## config.mk

```make
export PLATFORM = sky130hd
export DESIGN_NAME = fir_tap_feeder
export DESIGN_NICKNAME = d
export VERILOG_FILES = /design/src/rtl/fir_pkg.sv /design/src/rtl/valid_delay.sv /design/src/rtl/fir_tap_feeder.sv
export SDC_FILE = /design/constraint.sdc
export NUM_CORES = 1
export LEC_CHECK = 0
export CAP_MARGIN = 5
export CORE_MARGIN = 2
export CORE_UTILIZATION = 51
export DETAILED_ROUTE_END_ITERATION = 10
export PLACE_DENSITY = 0.95
export SYNTH_ARGS = -nofsm -noshare
export SYNTH_HDL_FRONTEND = slang
export SYNTH_SLANG_ARGS = --single-unit
```

## constraint.sdc

```tcl
create_clock -name clk -period 4.15 [get_ports clk]
set_input_delay 0.6225 -clock clk [delete_from_list [all_inputs] [get_ports clk]]
set_output_delay 0.6225 -clock clk [all_outputs]
set_load 0.05 [all_outputs]
```

## src/rtl/fir_pkg.sv

```systemverilog
// Shared constants and types for the 10-tap FIR datapath and its tap feeder.
package fir_pkg;

  localparam int unsigned TAPS     = 10;
  localparam int unsigned SAMPLE_W = 8;
  localparam int unsigned FIR_LAT  = 10;
  localparam int unsigned CNT_W    = 4;

  typedef enum logic [1:0] {
    IDLE  = 2'd0,
    FILL  = 2'd1,
    RUN   = 2'd2,
    FLUSH = 2'd3
  } feeder_state_e;

  typedef logic [TAPS-1:0][SAMPLE_W-1:0] tap_array_t;

endpackage

```

## src/rtl/valid_delay.sv

```systemverilog
// Parameterised-depth 1-bit shift register; marks which FIR outputs are meaningful.
module valid_delay #(
  parameter int unsigned DEPTH = 10
) (
  input  logic clk,
  input  logic rst,
  input  logic d,
  output logic q
);

  logic [DEPTH-1:0] sr;

  generate
    if (DEPTH == 1) begin : g_single
      always_ff @(posedge clk) begin
        if (rst) sr <= '0;
        else     sr <= d;
      end
    end else begin : g_chain
      always_ff @(posedge clk) begin
        if (rst) sr <= '0;
        else     sr <= {sr[DEPTH-2:0], d};
      end
    end
  endgenerate

  assign q = sr[DEPTH-1];

endmodule

```

## src/rtl/fir_tap_feeder.sv

```systemverilog
// Tap window feeder for the 10-tap FIR: shifts accepted samples into x0..x9,
// drains with zeros on flush, and strobes y_valid in step with the FIR output.
module fir_tap_feeder
  import fir_pkg::*;
(
  input  logic                clk,
  input  logic                rst,
  input  logic                in_valid,
  input  logic [SAMPLE_W-1:0] in_data,
  output logic                in_ready,
  input  logic                flush,
  output logic [SAMPLE_W-1:0] x0,
  output logic [SAMPLE_W-1:0] x1,
  output logic [SAMPLE_W-1:0] x2,
  output logic [SAMPLE_W-1:0] x3,
  output logic [SAMPLE_W-1:0] x4,
  output logic [SAMPLE_W-1:0] x5,
  output logic [SAMPLE_W-1:0] x6,
  output logic [SAMPLE_W-1:0] x7,
  output logic [SAMPLE_W-1:0] x8,
  output logic [SAMPLE_W-1:0] x9,
  output logic                taps_valid,
  output logic                y_valid,
  output logic [CNT_W-1:0]    fill_count,
  output logic                busy
);

  localparam logic [CNT_W-1:0] TAPS_CNT = CNT_W'(TAPS);
  localparam logic [CNT_W-1:0] ONE_CNT  = CNT_W'(1);

  feeder_state_e         state;
  feeder_state_e         state_nx;
  tap_array_t            taps;
  logic [CNT_W-1:0]      fill_nx;
  logic [CNT_W-1:0]      flush_cnt;
  logic [CNT_W-1:0]      flush_cnt_nx;
  logic                  accept;
  logic                  advance;
  logic                  taps_valid_nx;
  logic                  upd_q;
  logic [SAMPLE_W-1:0]   shift_in;

  // in_ready is already low throughout FLUSH; the state term keeps accept explicit
  assign accept   = in_valid & in_ready & (state != FLUSH);
  assign advance  = accept | (state == FLUSH);
  assign shift_in = (state == FLUSH) ? '0 : in_data;

  // Next-state, fill and flush counters
  always_comb begin
    state_nx     = state;
    fill_nx      = fill_count;
    flush_cnt_nx = flush_cnt;
    unique case (state)
      IDLE, FILL, RUN: begin
        if (accept) begin
          fill_nx  = (fill_count >= TAPS_CNT) ? TAPS_CNT : fill_count + ONE_CNT;
          state_nx = (fill_nx == TAPS_CNT) ? RUN : FILL;
        end
        // A flush coinciding with an accept still lets that sample in first
        if (flush && (state != IDLE)) begin
          state_nx     = FLUSH;
          flush_cnt_nx = TAPS_CNT;
        end
      end
      FLUSH: begin
        // Flush zeros count as window samples, so a partial window can become valid
        fill_nx      = (fill_count >= TAPS_CNT) ? TAPS_CNT : fill_count + ONE_CNT;
        flush_cnt_nx = flush_cnt - ONE_CNT;
        if (flush_cnt == ONE_CNT) begin
          state_nx     = IDLE;
          fill_nx      = '0;
          flush_cnt_nx = '0;
        end
      end
      default: begin
        state_nx = IDLE;
      end
    endcase
  end

  assign taps_valid_nx = (fill_nx == TAPS_CNT) && (state_nx != IDLE);

  // State, registered outputs and tap shift register
  always_ff @(posedge clk) begin
    if (rst) begin
      state      <= IDLE;
      in_ready   <= 1'b1;
      busy       <= 1'b0;
      fill_count <= '0;
      flush_cnt  <= '0;
      taps_valid <= 1'b0;
      upd_q      <= 1'b0;
      taps       <= '0;
    end else begin
      state      <= state_nx;
      in_ready   <= (state_nx != FLUSH);
      busy       <= (state_nx == FLUSH);
      fill_count <= fill_nx;
      flush_cnt  <= flush_cnt_nx;
      taps_valid <= taps_valid_nx;
      upd_q      <= advance & taps_valid_nx;
      if (advance) begin
        taps <= {taps[TAPS-2:0], shift_in};
      end
    end
  end

  assign x0 = taps[0];
  assign x1 = taps[1];
  assign x2 = taps[2];
  assign x3 = taps[3];
  assign x4 = taps[4];
  assign x5 = taps[5];
  assign x6 = taps[6];
  assign x7 = taps[7];
  assign x8 = taps[8];
  assign x9 = taps[9];

  // upd_q marks the edge the window changed; the FIR registers Y FIR_LAT edges later
  valid_delay #(
    .DEPTH (FIR_LAT)
  ) u_valid_delay (
    .clk (clk),
    .rst (rst),
    .d   (upd_q),
    .q   (y_valid)
  );

endmodule

```

# Word-level counts from Yosys, hierarchy flattened

Index checks and enable logic that the tools add are counted.

Flip-flop bits (word level): 104
Bits in latches: 0
RAM bits: 0
ROM bits: 0
Input bits: 12
Memories kept: 0

Add/sub/neg operators: 2
$mul: 0
Div/mod/pow operators: 0
$lt $le $gt $ge: 1
Eq/ne operators: 10
Shifts and indexed selects: 0
Mux-type cells: 13
Bitwise gates (word level): 4
Reductions and logical operators: 6

Operator list:

| operator              | count |
|---|---|
| $mux W4               | 5 |
| $pmux W4 S2           | 2 |
| $eq A4 B4 Y1 const B  | 2 |
| $mux W2               | 4 |
| $mux W8               | 1 |
| $eq A2 B2 Y1 const B  | 3 |
| $ne A2 B2 Y1 const B  | 3 |
| $add A4 B1 Y4 const B | 1 |
| $eq A4 B1 Y1 const B  | 1 |
| $ge A4 B4 Y1 const B  | 1 |
| $pmux W2 S2           | 1 |
| $reduce_bool A2 Y1    | 2 |
| $sub A4 B1 Y4 const B | 1 |
| $and A1 B1 Y1         | 3 |
| $reduce_or A3 Y1      | 1 |
| $eq A2 B1 Y1 const B  | 1 |
| $logic_and A1 B1 Y1   | 2 |
| $logic_not A2 Y1      | 1 |
| $or A1 B1 Y1          | 1 |

# Logic depth before layout (Yosys ltp)

Word-level depth: 10
Depth in mapped cells: 7
Depth with buffers taken out: 7

# Hierarchy

A second synthesis with hierarchy kept.

Cells, all modules: 465
Area, all modules: 3828.7 um^2

Modules (own cells, without submodules):

| module         | times used | cells an instance | area each (um^2) |
|---|---|---|---|
| fir_tap_feeder | 1          | 445               | 3565.9 |
| valid_delay    | 1          | 20                | 262.8 |

# Worst setup path before layout

No wires, ideal clock.

Kind: reg-to-reg
Start: register fill_count[0]
End: register state[1]
Data arrival time: 1.944 ns
Required time: 4.030 ns
Path slack: 2.087 ns
Cell stages (with the launch flop): 7
Cell sequence: dfxtp_1 -> inv_1 -> ha_1 -> o31ai_1 -> o41ai_1 -> and2_1 -> o31a_1

Longest elaborated chain between the ends: 7

RTL lines:

| element                                              | line                 | source |
|---|---|---|
| from (decl)                                          | fir_tap_feeder.sv:24 | `output logic [CNT_W-1:0] fill_count,` |
| from (signal assigned)                               | fir_tap_feeder.sv:98 | `fill_count <= fill_nx;` |
| $add A4 B1 Y4 / $ge A4 B4 Y1 (equally long branches) | fir_tap_feeder.sv:56 | `fill_nx = (fill_count >= TAPS_CNT) ? TAPS_CNT : fill_count + ONE_CNT;` |
| $mux W4 (*)                                          | fir_tap_feeder.sv:56 |  |
| $eq A4 B4 Y1 (*)                                     | fir_tap_feeder.sv:57 | `state_nx = (fill_nx == TAPS_CNT) ? RUN : FILL;` |
| $mux W2 (*)                                          | fir_tap_feeder.sv:57 |  |
| $mux W2 (*)                                          | fir_tap_feeder.sv:55 | `if (accept) begin` |
| $mux W2 (*)                                          | fir_tap_feeder.sv:60 | `if (flush && (state != IDLE)) begin` |
| $pmux W2 S2 (*)                                      | fir_tap_feeder.sv:53 | `unique case (state)` |
| to (signal assigned)                                 | fir_tap_feeder.sv:95 | `state <= state_nx;` |
| to (decl)                                            | fir_tap_feeder.sv:31 | `feeder_state_e state;` |

Mark *: on every way between the ends. The rest lies on a longest branch, timed or not.
A chain may end at the register's enable or synchronous reset.

# Worst setup path in the final report

Start: register fill_count[1]
End: output port fill_count[1]

No word-level cell between the ends.

==> summary.md <==
| Metric | Value |
|---|---|
| Run status | finished clean |
| Number of buffers on the longest clock path | 2 |
| Pwr dens | 393 nW/um^2 |
| Required @ worst endpoint | 3.53 ns |
| Height of the die | 89.8 microns |
| Initial cell density of the core | 0.523 |
| Diode insertion count for antenna repair | 0 |
| ANT nets after route | 0 |
| Leftover overflow at the end of global routing | 0 |
| First-pass GRT wire length | 14400 microns |
| Number of setup violations in the final report | 0 |
| Final Cycle Share | 0.571 |
| Largest net degree at the start of global routing | 101 |
| Number of pins exceeding their max-slew limit in the final report | 0 |
| Max H-tree Level | 3 |
| Commonest non-fill, non-tap cells in the layout | sky130_fd_sc_hd__nand2_1 (152), sky130_fd_sc_hd__dfxtp_1 (104), sky130_fd_sc_hd__clkdlybuf4s50_1 (98) |
| Net count after synthesis | 462 |
| Clk_skew | 0.00847 ns |
| Yosys top cell by area | sky130_fd_sc_hd__dfxtp_1 |
| Type of the setup path with the least slack | reg -> out |
| Detailed-route wire length per cell | 13.8 microns |
| Clock period minus worst slack | 2.37 ns |
| FF/Latch Area | 2080 sq um |
| Die span in x | 89.8 microns |
| Area share of the leading cell type in the synthesized netlist | 0.555 |
| Antenna violations before repair | 0 |
| Layout cell share with drive strength beyond 1 | 0.0560 |
| TritonCTS Buffers | 9 |
| Fill cell total of the finished layout | 552 |
| Distinct cell type count of the synthesized netlist | 35 |
| Peak clock frequency supported by timing | 422 MHz |
| Total number of vias | 3310 |
| Worst stage delay on the critical path | 0.87 ns |
| Main area contributors after synthesis | sky130_fd_sc_hd__dfxtp_1 (55%), sky130_fd_sc_hd__nand2_1 (15%), sky130_fd_sc_hd__a21oi_1 (10%) |
| Bufs and invs on worst path | 1 |
| Total placed cells including tap cells | 619 |
| Cell breakdown of the critical path | clkdlybuf4s50_1 |
| Number of stages on the worst setup path | 1 |
| Top-Level Pins | 100 |
| P&R area growth vs syn | 32.4% |
| Relative slew slack | 0.358 |
| Routability cong. | 0.820 |
| Average via count per standard cell | 5.21 |
| Final Routed Wirelength | 8780 microns |
| Final hold slack | 0.445 ns |
| Area of the die | 8060 sq um |
| Multi-input gate area in the final layout | 1520 sq um |
| Post-synthesis cell area | 3750 sq um |
| Sequential cell area fraction in the yosys report | 0.555 |
| Worst Path Arrival | 1.75 ns |
| Kind of end point of the critical path | primary output |
| Number of cell instances on the worst register-to-register path | 5 |
| Pre-Repair DR Iteration Count | 4 |
| Final net count | 547 |
| Slew @ Worst Pin | 0.963 ns |
| Final instance count without filler cells | 635 |
| Number of design rule violations left after detail routing | 0 |
| Hold WC Path Type | reg -> reg |
| CTS Sinks | 104 |
| Worst Setup Slack post-DPL | 1.50 ns |
| Final Hold Fails | 0 |
| Via count of the first global-routing pass | 3109 |
| Cells resized by post-CTS repair | 0 |
| HPWL Detailed | 5920 microns |
| Number of stages on the worst hold path | 1 |
| VDD IR max | 222 uV |
| Unrepaired setup endpoints after global routing | false |
| # port buffers | 99 |
| Most common library cell in the layout ignoring fill and taps | sky130_fd_sc_hd__nand2_1 |
| Total chip power | 1.95 mW |
| Max-cap violations | 0 |
| Post-synthesis register bit count | 104 |
| Post-route setup TNS | 0 ns |
| Global Route Usage Sum | 0.217 |
| Post-CTS clock slew at the launch and capture registers of the worst setup and hold paths | 0.09 ns |
| Cell at the root of the clock tree | sky130_fd_sc_hd__clkbuf_8 |
| Highest-delay cell along the critical path | sky130_fd_sc_hd__clkdlybuf4s50_1 |
| Number of buffers inserted for hold repair after clock tree synthesis | 0 |
| Worst-path maximum fanout | 9 |
| Initial drt markers | 207 |
| CTS tree | yes |
| Number of warnings reported in the yosys synthesis log | 0 |
| Clk_lat worst skew | 0.36 ns |
| # rows | 31 |
| Startpoint type of the worst setup path | flop |
| Final critical-path setup slack | 1.78 ns |
| Kind of cell adding the most delay to the critical path | buffers and inverters |
| Post-synthesis cell count | 446 |
| Syn_area_per_cell | 8.41 sq um |
| Post-CTS setup repair buffer count | 0 |
| Leakage | 1.67 nW |
| Floorplan Core Area | 7180 sq um |
==> final timing paths <==
path / from / endpoint / slack, ns
max reg2reg: state[1] / x4[7] / 2.11
max: fill_count[1] / fill_count[1] / 1.78
min: u_valid_delay.sr[3] / u_valid_delay.sr[4] / 0.45
min reg2reg: u_valid_delay.sr[3] / u_valid_delay.sr[4] / 0.45
==> through the flow <==
step / utilization / instance area, sq um
final: 0.693 / 4970
after floorplan: - / 3750
after CTS: 0.693 / 4970
after detailed placement: 0.662 / 4750
after global placement: 0.662 / 4750
after global routing: 0.693 / 4970
==> layout make-up <==
| cell class | instances | share of cell area |
|---|---|---|
| Multi-Input combinational cell | 309 | 0.305 |
| Clock buffer | 10 | 0.0257 |
| Timing Repair Buffer | 102 | 0.203 |
| Sequential cell | 104 | 0.419 |
| Inverter | 5 | 0.00378 |
| Clock inverter | 6 | 0.0184 |
| Tap cell | 99 | 0.0249 |
==> report_power, final <==
group	switching (mW)	internal [mW]	total, mW
Clock	0.336	0.342	0.677
Sequential	0.0236	1.02	1.04
Combinational	0.164	0.0700	0.234
Total	0.523	1.43	1.95
==> cells in the mapped netlist <==
master / number
sky130_fd_sc_hd__a22oi_1: 10
sky130_fd_sc_hd__nor2b_1: 11
sky130_fd_sc_hd__mux2i_4: 1
sky130_fd_sc_hd__dfxtp_1: 104
sky130_fd_sc_hd__o41ai_1: 1
sky130_fd_sc_hd__nand4_1: 1
sky130_fd_sc_hd__and2_1: 4
sky130_fd_sc_hd__nor2_1: 21
sky130_fd_sc_hd__a22oi_2: 1
sky130_fd_sc_hd__mux2i_2: 1
sky130_fd_sc_hd__o21a_1: 1
sky130_fd_sc_hd__buf_2: 7
sky130_fd_sc_hd__o31ai_1: 1
sky130_fd_sc_hd__a22o_2: 1
sky130_fd_sc_hd__o21ai_0: 6
sky130_fd_sc_hd__o31a_1: 1
sky130_fd_sc_hd__nand2_1: 153
sky130_fd_sc_hd__ha_1: 4
sky130_fd_sc_hd__inv_1: 5
sky130_fd_sc_hd__nand3b_1: 1
sky130_fd_sc_hd__a211oi_1: 3
sky130_fd_sc_hd__a21oi_1: 76
sky130_fd_sc_hd__o211ai_1: 1
sky130_fd_sc_hd__a2bb2oi_2: 1
sky130_fd_sc_hd__clkbuf_1: 17
sky130_fd_sc_hd__a31oi_1: 1
sky130_fd_sc_hd__nor3_1: 1
sky130_fd_sc_hd__or3_1: 1
sky130_fd_sc_hd__nand4b_1: 1
sky130_fd_sc_hd__mux2_2: 1
sky130_fd_sc_hd__nor2_2: 1
sky130_fd_sc_hd__a211oi_2: 1
sky130_fd_sc_hd__nor3b_1: 1
sky130_fd_sc_hd__buf_6: 4
sky130_fd_sc_hd__or3b_4: 1
==> registers in the layout, summed over array words and instances, names as in the netlist <==
| name | flops |
|---|---|
| busy | 1 |
| fill_count | 4 |
| flush_cnt | 4 |
| in_ready | 1 |
| state | 2 |
| taps_valid | 1 |
| u_valid_delay.sr | 10 |
| upd_q | 1 |
| x0 | 8 |
| x1 | 8 |
| x2 | 8 |
| x3 | 8 |
| x4 | 8 |
| x5 | 8 |
| x6 | 8 |
| x7 | 8 |
| x8 | 8 |
| x9 | 8 |
==> logic make-up after synthesis <==
group | share of synthesized area
buffers and inverters | 0.0433
adders and majority gates | 0.0133
muxes | 0.0127
DFF | 0.555
and+or+nand+nor | 0.215
AOI/OAI and AO/OA | 0.161
==> layer usage <==
metal | GRT usage | routed length [microns] | vias up
met5 | 0 | 0 | -
met4 | 0.0885 | 153 | 0
met3 | 0.0662 | 689 | 15
met2 | 0.371 | 4220 | 125
met1 | 0.254 | 3720 | 1537
li1 | - | - | 1633
Power figures use the tool's default switching activity.
